File: config.mk
export PLATFORM = sky130hd
export DESIGN_NAME = counter_seq_ctrl
export DESIGN_NICKNAME = d
export VERILOG_FILES = /design/src/rtl/counter_seq_ctrl.sv
export SDC_FILE = /design/constraint.sdc
export NUM_CORES = 1
export LEC_CHECK = 0
export ABC_AREA = 1
export CAP_MARGIN = 0
export CORE_MARGIN = 2
export CORE_UTILIZATION = 54
export DETAILED_ROUTE_END_ITERATION = 8
export GPL_ROUTABILITY_DRIVEN = 0
export PLACE_DENSITY_LB_ADDON = 0.2
export SYNTH_ARGS = -nofsm -noshare
export SYNTH_HDL_FRONTEND = slang
export SYNTH_SLANG_ARGS = --single-unit
File: constraint.sdc
create_clock -name clk -period 2.85 [get_ports clk]
set_clock_uncertainty 0.2 [all_clocks]
set_input_delay 0.285 -clock clk [delete_from_list [all_inputs] [get_ports clk]]
set_output_delay 0.285 -clock clk [all_outputs]
set_load 0.02 [all_outputs]
File: src/rtl/counter_seq_ctrl.sv
// counter_seq_ctrl: programmable up/down counter sequencer with pause,
// stop, one-cycle terminal-count done pulse and optional auto-reload.
//
// Ports:
//   clk          clock; all state changes on its rising edge
//   rst          synchronous active-high reset
//   start        begin a sequence (honoured in IDLE and DONE only)
//   stop         abort to IDLE, count cleared
//   pause        level; holds the count while high in RUN/PAUSED
//   mode_up      1 = count 0..load_val, 0 = count load_val..0
//   auto_reload  1 = restart automatically at terminal count
//   load_val     terminal/start value
//   count        current count (registered)
//   busy         high in RUN or PAUSED
//   done         one-cycle pulse at terminal count (registered)
//   state        IDLE=0, RUN=1, PAUSED=2, DONE=3
module counter_seq_ctrl #(
   parameter int WIDTH = 8
) (
   input  logic             clk,
   input  logic             rst,
   input  logic             start,
   input  logic             stop,
   input  logic             pause,
   input  logic             mode_up,
   input  logic             auto_reload,
   input  logic [WIDTH-1:0] load_val,
   output logic [WIDTH-1:0] count,
   output logic             busy,
   output logic             done,
   output logic [1:0]       state
);

   typedef enum logic [1:0] {
      S_IDLE   = 2'd0,
      S_RUN    = 2'd1,
      S_PAUSED = 2'd2,
      S_DONE   = 2'd3
   } state_t;

   state_t           r_state;
   logic [WIDTH-1:0] r_count;
   logic [WIDTH-1:0] r_reload;
   logic             r_dir;
   logic             r_reload_en;
   logic             r_done;

   logic [WIDTH-1:0] w_term;
   logic [WIDTH-1:0] w_next;
   logic [WIDTH-1:0] w_restart;
   logic             w_at_term;

   // Terminal is the latched reload when counting up, zero when down.
   assign w_term    = r_dir ? r_reload : '0;
   assign w_at_term = (r_count == w_term);
   assign w_next    = r_dir ? r_count + WIDTH'(1)
                            : r_count - WIDTH'(1);
   assign w_restart = r_dir ? '0 : r_reload;

   always_ff @(posedge clk) begin
      if (rst) begin
         r_state     <= S_IDLE;
         r_count     <= '0;
         r_reload    <= '0;
         r_dir       <= 1'b0;
         r_reload_en <= 1'b0;
         r_done      <= 1'b0;
      end else if (stop) begin
         r_state <= S_IDLE;
         r_count <= '0;
         r_done  <= 1'b0;
      end else begin
         case (r_state)
            S_IDLE, S_DONE: begin
               r_done <= 1'b0;
               if (start) begin
                  r_reload    <= load_val;
                  r_dir       <= mode_up;
                  r_reload_en <= auto_reload;
                  r_count     <= mode_up ? '0 : load_val;
                  r_state     <= S_RUN;
               end
            end
            S_RUN: begin
               if (pause) begin
                  r_state <= S_PAUSED;
                  r_done  <= 1'b0;
               end else if (w_at_term) begin
                  r_done <= 1'b1;
                  // Without reload the terminal value is held in DONE.
                  if (r_reload_en) r_count <= w_restart;
                  else             r_state <= S_DONE;
               end else begin
                  r_count <= w_next;
                  r_done  <= 1'b0;
               end
            end
            S_PAUSED: begin
               r_done <= 1'b0;
               if (!pause) r_state <= S_RUN;
            end
            default: begin
               r_state <= S_IDLE;
               r_done  <= 1'b0;
            end
         endcase
      end
   end

   assign count = r_count;
   assign done  = r_done;
   assign state = r_state;
   assign busy  = (r_state == S_RUN) || (r_state == S_PAUSED);

endmodule

==> results of run 1 <==
## area by class of cell
type | count | area share
repair buffers | 28 | 0.135
flip-flops and latches | 21 | 0.207
inverters | 32 | 0.0590
multi-input cells | 226 | 0.559
well taps | 44 | 0.0271
clock buffers | 4 | 0.0129
## sequential cells by signal, indices dropped and copies added (netlist names)
signal	count
count	8
r_reload	8
state	2
done	1
r_dir	1
r_reload_en	1
## worst paths after layout
path / endpoint / startpoint / slack (ns) / depth (start not counted)
worst max-delay path: count[6] / r_dir / 0.52 / 11
worst min-delay path: state[1] / state[1] / 0.31 / 2
worst max register to register: count[6] / r_dir / 0.52 / 11
worst min register to register: state[1] / state[1] / 0.31 / 2
## cell usage after synthesis, types with 3 or more instances
cell type	n	area (um2)
dfxtp_1	21	420
ha_1	8	100
clkbuf_1	3	11.3
nand3_2	3	30.0
buf_4	3	22.5
nand3_1	28	140
a211oi_1	4	30.0
nand2_1	106	398
xor2_1	3	26.3
nor2_1	45	169
a21oi_1	13	65.1
inv_1	30	113
## power breakdown
part           total [mW]  internal [mW]  switching [mW]
logic               0.476          0.185           0.290
clock network       0.150         0.0546          0.0958
registers           0.337          0.314          0.0228
total               0.963          0.554           0.409
## worst reg2reg max path, delay by kind of cell, from the launching register on
family | cells | cell delay [ns]
simple gates | 9 | 0.86
flops | 1 | 0.35
fa+ha+maj | 1 | 0.47
buf+inv | 1 | 0.36
## cell families after synthesis
family	count (synthesis)	share of synthesized area
simple gates	194	0.504
buf+inv	38	0.0899
flops	21	0.246
compound gates	19	0.0702
fa+ha+maj	9	0.0702
xor+xnor	4	0.0205
## metal layers
layer | GRT usage | up-vias | part of all wire
met1 | 0.331 | 758 | 0.47
met2 | 0.391 | 56 | 0.45
met3 | 0.0325 | 6 | 0.064
met4 | 0.0571 | 0 | 0.010
met5 | 0 | - | 0
li1 | - | 943 | -
==> metrics.md, run 1 <==
| Metric | Value |
|---|---|
| Outcome | `finished clean` |
| DRC viols | `0` |
| First-pass GRT wire length | `6560 um` |
| Worst path top cell family by delay | `simple AND/OR/NAND/NOR gates` |
| Die ar. | `3640 um2` |
| CTS hold repair buffers | `0` |
| Final Power | `963 uW` |
| Worst slew pin tran | `0.741 ns` |
| EDFF count, synth | `0` |
| Ys async rst share | `0` |
| Cell count after synthesis | `roughly 290` |
| Number of global-route vias before repair | `around 1500` |
| Synth Warn # | `0` |
| Hold Path Class | `reg -> reg` |
| Endpoints failing hold | `0` |
| Layout cell share with drive strength beyond 1 | `0.0611` |
| Pre-antenna DRT Iters | `4` |
| CTS H-tree lvls | `1` |
| Root Buffer | `clkbuf_4` |
| Pleak | `0.993 nW` |
| Largest net degree at the start of global routing | `20` |
| Post-CTS Setup Repair Bufs | `0` |
| Setup TNS | `0 ns` |
| Commonest non-fill, non-tap cell in the layout | `nand2_1` |
| Slowest CP cell | `ha_1` |
| Final-layout fill cell count | `294` |
| Dpl cell area | `around 2000 um2` |
| Chip height | `60.3 um` |
| Relative slew margins | `0.504` |
| Global Route Usage Sum | `0.238` |
| Initial DRC Count | `100` |
| Startpoint Class | `register` |
| Clock sink total | `21` |
| PostCTS Resize Cnt | `0` |
| Max Fclk | `0.430 GHz` |
| Core ar. | `3030 um2` |
| Vias/cell | `4.97` |
| Die X | `60.3 um` |
| Routed WL per cell | `11.1 um` |
| Total gr overflow | `0` |
| Post-synthesis instance area | `between 1500 and 2000 um2` |
| Placement Setup Slack | `0.543 ns` |
| CP endpoint kind | `register` |
| Multi-input logic area | `between 1000 and 1500 um2` |
| Layout Nets | `between 300 and 400` |
| Worst IR Drop VDD | `~280 uV` |
| Routed WL | `~3900 um` |
| Post-layout utilization of the core | `0.672` |
| Port Buffers | `26` |
| CP max FO | `14` |
| Critical-path cell list | `clkinv_1 -> ha_1 -> or2_2 -> nand3b_1 -> nand2_1 -> nand2_1 -> nand2_1 -> nor2_1 -> nor2_1 -> nor2_1 -> nor2_1` |
| Most used cell, CP | `nor2_1` |
| N_diodes | `0` |
| Clk slew on worst S/H paths | `0.13 ns` |
| Pwr dens | `473 nW/um2` |
| Commonest cells after routing, fill and taps aside | `nand2_1 (106), nor2_1 (45), inv_1 (30), nand3_1 (28), clkdlybuf4s50_1 (26)` |
| Clk_lat worst skew | `0.31 ns` |
| Mean Syn Cell Area | `6.01 um2` |
| Buf/Inv on CP | `1` |
| RSZ-0062 raised after global routing | `no` |
| CTS tree | `done` |
| Worst path arrival time | `between 2 and 2.5 ns` |
| Max Slew Vio Count | `0` |
| # setup viols final | `0` |
| Post-route ant nets | `0` |
| #FFs+latches synth | `21` |
| Mapped Nets | `309` |
| Critical path class | `reg -> reg` |
| Most used DFF post-synth | `dfxtp_1` |
| Rows | `20` |
| CP peak stage delay | `0.47 ns` |
| Seq/Total Area, Yosys | `0.246` |
| CTS buffer count | `3` |
| Tmin final | `approximately 2.3 ns` |
| Layout Cells excl Fill | `roughly 360` |
| Antenna violations before repair | `0` |
| Smallest hold slack | `0.305 ns` |
| Placed cell count | `351` |
| Post-DP HPWL | `3110 um` |
| Critical Path RT | `2.87 ns` |
| Area Growth Syn to Fin | `18.9%` |
| Final cycle utilization of the critical path | `0.817` |
| Num ports | `27` |
| PnR worst setup slack | `0.523 ns` |
| Max cap viols | `0` |
| FF/Latch Area | `420 um2` |
| Initial core utilization | `0.565` |
| Design Area, Final | `approximately 2000 um2` |
| Vias | `1763` |
| Synth cell types | `26` |
| Buffer depth of the longest clock path | `2` |
Power figures use the tool's default switching activity.
==> run 2: changes to the inputs <==
==> constraint.sdc (replaced) <==
create_clock -name clk -period 2.3 [get_ports clk]
set_clock_uncertainty 0.2 [all_clocks]
set_input_delay 0.23 -clock clk [delete_from_list [all_inputs] [get_ports clk]]
set_output_delay 0.23 -clock clk [all_outputs]
set_load 0.02 [all_outputs]
==> run 2 against run 1 <==
Effect of this change: total power increased by 25%; critical path type unchanged; die area unchanged; first-iteration DRC count down 20%; largest cell class unchanged; critical path depth increased by 2; sequential power up 25%; setup slack got worse by 0.35 ns; combinational power grew 25%; via count fell by 0.28%; core utilization is 1.2 points higher; design area rose by 1.8%; sequential share of layout area fell by 0.36 points; worst hold slack got worse by 0.0040 ns.
==> metrics.md, run 2 (same netlist as run 1, synthesis figures left out) <==
| Metric | Value |
|---|---|
| Chip height | `60.3 um` |
| GRT met2 Usage | `0.368` |
| First-pass GRT wire length | `6540 um` |
| Initial DRC Count | `80` |
| Max Slew Vio Count | `0` |
| Clk slew on worst S/H paths | `0.12 ns` |
| Num ports | `27` |
| Core ar. | `a little over 3000 um2` |
| Max Fclk | `0.470 GHz` |
| PnR worst setup slack | `0.172 ns` |
| Startpoint Class | `register` |
| CP endpoint kind | `register` |
| Root Buffer | `clkbuf_4` |
| Number of global-route vias before repair | `1485` |
| Worst IR Drop VDD | `roughly 330 uV` |
| Worst path top cell family by delay | `simple AND/OR/NAND/NOR gates` |
| Register share of total power | `0.350` |
| Commonest non-fill, non-tap cell in the layout | `nand2_1` |
| Clk_lat worst skew | `0.30 ns` |
| Largest net degree at the start of global routing | `20` |
| Dpl cell area | `slightly above 2000 um2` |
| Buffer depth of the longest clock path | `2` |
| FF-to-FF path depth | `13` |
| Global Route Usage Sum | `0.235` |
| CP max FO | `8` |
| Layout cell share with drive strength beyond 1 | `0.0762` |
| Post-DP HPWL | `3090 um` |
| Vias | `1758` |
| Final cycle utilization of the critical path | `0.925` |
| Total gr overflow | `0` |
| Pleak | `1.03 nW` |
| Setup TNS | `0 ns` |
| Reg2reg start | `r_dir` |
| Die X | `60.3 um` |
| Endpoints failing hold | `0` |
| Initial core utilization | `0.565` |
| Buf/Inv on CP | `2` |
| CP startpoint | `r_dir` |
| Hold Path Class | `in -> reg` |
| Worst path arrival time | `roughly 2.1 ns` |
| Critical path class | `reg -> reg` |
| Die ar. | `roughly 3600 um2` |
| Port Buffers | `26` |
| Design Area, Final | `2070 um2` |
| Worst hold path cell count | `3` |
| Switching power | `509 uW` |
| Critical Path RT | `2.31 ns` |
| Gr busiest metal | `met2` |
| Placement Setup Slack | `0.179 ns` |
| Layout Nets | `340` |
| Switch share | `0.424` |
| CTS tree | `done` |
| Clock power frac | `0.154` |
| CTS hold repair buffers | `0` |
| Relative slew margins | `0.703` |
| Most used cell, CP | `nand2_1` |
| Vias/cell | `slightly below 5` |
| Outcome | `finished clean` |
| Slowest CP cell | `dfxtp_1` |
| Critical-path cell list | `clkinvlp_4 -> ha_1 -> nand2_1 -> inv_1 -> nand2_1 -> nand2_1 -> nand2_1 -> nand3b_1 -> nand2_1 -> nor2_1 -> nor2_1 -> nor2_1 -> nor2_1` |
| Met3 Use GR | `0.0281` |
| Pwr dens | `a little under 600 nW/um2` |
| CP peak stage delay | `0.40 ns` |
| Pre-antenna DRT Iters | `4` |
| Rows | `20` |
| Tmin final | `2.13 ns` |
| CTS buffer count | `3` |
| Antenna violations before repair | `0` |
| Routed WL | `3900 um` |
| Worst Hold Launch | `load_val[1]` |
| Int Pwr | `692 uW` |
| Routed WL per cell | `10.9 um` |
| Levels on crit path | `13` |
| Post-layout utilization of the core | `0.684` |
| Area Growth Syn to Fin | `21.0%` |
| RSZ-0062 raised after global routing | `no` |
| N_diodes | `0` |
| Post-route ant nets | `0` |
| DRC viols | `0` |
| CTS H-tree lvls | `1` |
| Smallest hold slack | `0.302 ns` |
| Gate power share | `0.497` |
| Worst slew pin tran | `0.444 ns` |
| Clock sink total | `21` |
| # setup viols final | `0` |
| R2R Setup Slk | `around 0.17 ns` |
| M1 GR Usage | `0.337` |
| Commonest cells after routing, fill and taps aside | `nand2_1 (106), nor2_1 (45), inv_1 (30), nand3_1 (28), clkdlybuf4s50_1 (25)` |
| Max cap viols | `0` |
run 2: final timing paths:
path,to
worst max-delay path,count[7]
worst min-delay path,r_reload[1]
worst max register to register,count[7]
worst min register to register,state[0]
run 2: tightest hold or removal path: stages:
cell	delay [ns]
clkdlybuf4s50_1	0.42
nand2_1	0.07
a21oi_1	0.05
run 2: cell type report:
type / instances / area (um2)
Inverter: 32 / 124
Sequential cell: 21 / 420
Fill cell: 306 / 957
Clock buffer: 4 / 26.3
Timing Repair Buffer: 32 / 308
Tap cell: 44 / 55.1
Multi-Input combinational cell: 226 / 1140
run 2: per-stage QoR:
stage / instances / total power, mW
finish: 359 / 1.20
global route: 359 / 1.30
CTS: 359 / 1.20
detailed placement: 355 / 1.02
global placement: 355 / 1.01
floorplan: 285 / 0.862
run 2: power by group through the flow:
stage	Clock, mW	Combinational [mW]	Sequential [mW]
after detailed placement	0	0.591	0.427
after global placement	0	0.586	0.427
final	0.185	0.596	0.420
after CTS	0.190	0.594	0.419
after floorplan	0	0.426	0.436
after global routing	0.203	0.675	0.424
run 2: metal layers:
metal	up-vias	routed length, um	share of wire
met5	-	0	0
met4	0	64	0.016
met3	8	219	0.056
met2	52	1680	0.43
met1	749	1940	0.50
li1	949	-	-
run 2: timing repair:
action	4_1_cts	5_1_grt
hold endpoints to repair	0	0
gates resized for setup	0	2
setup endpoints to repair	0	3
buffers inserted	0	0
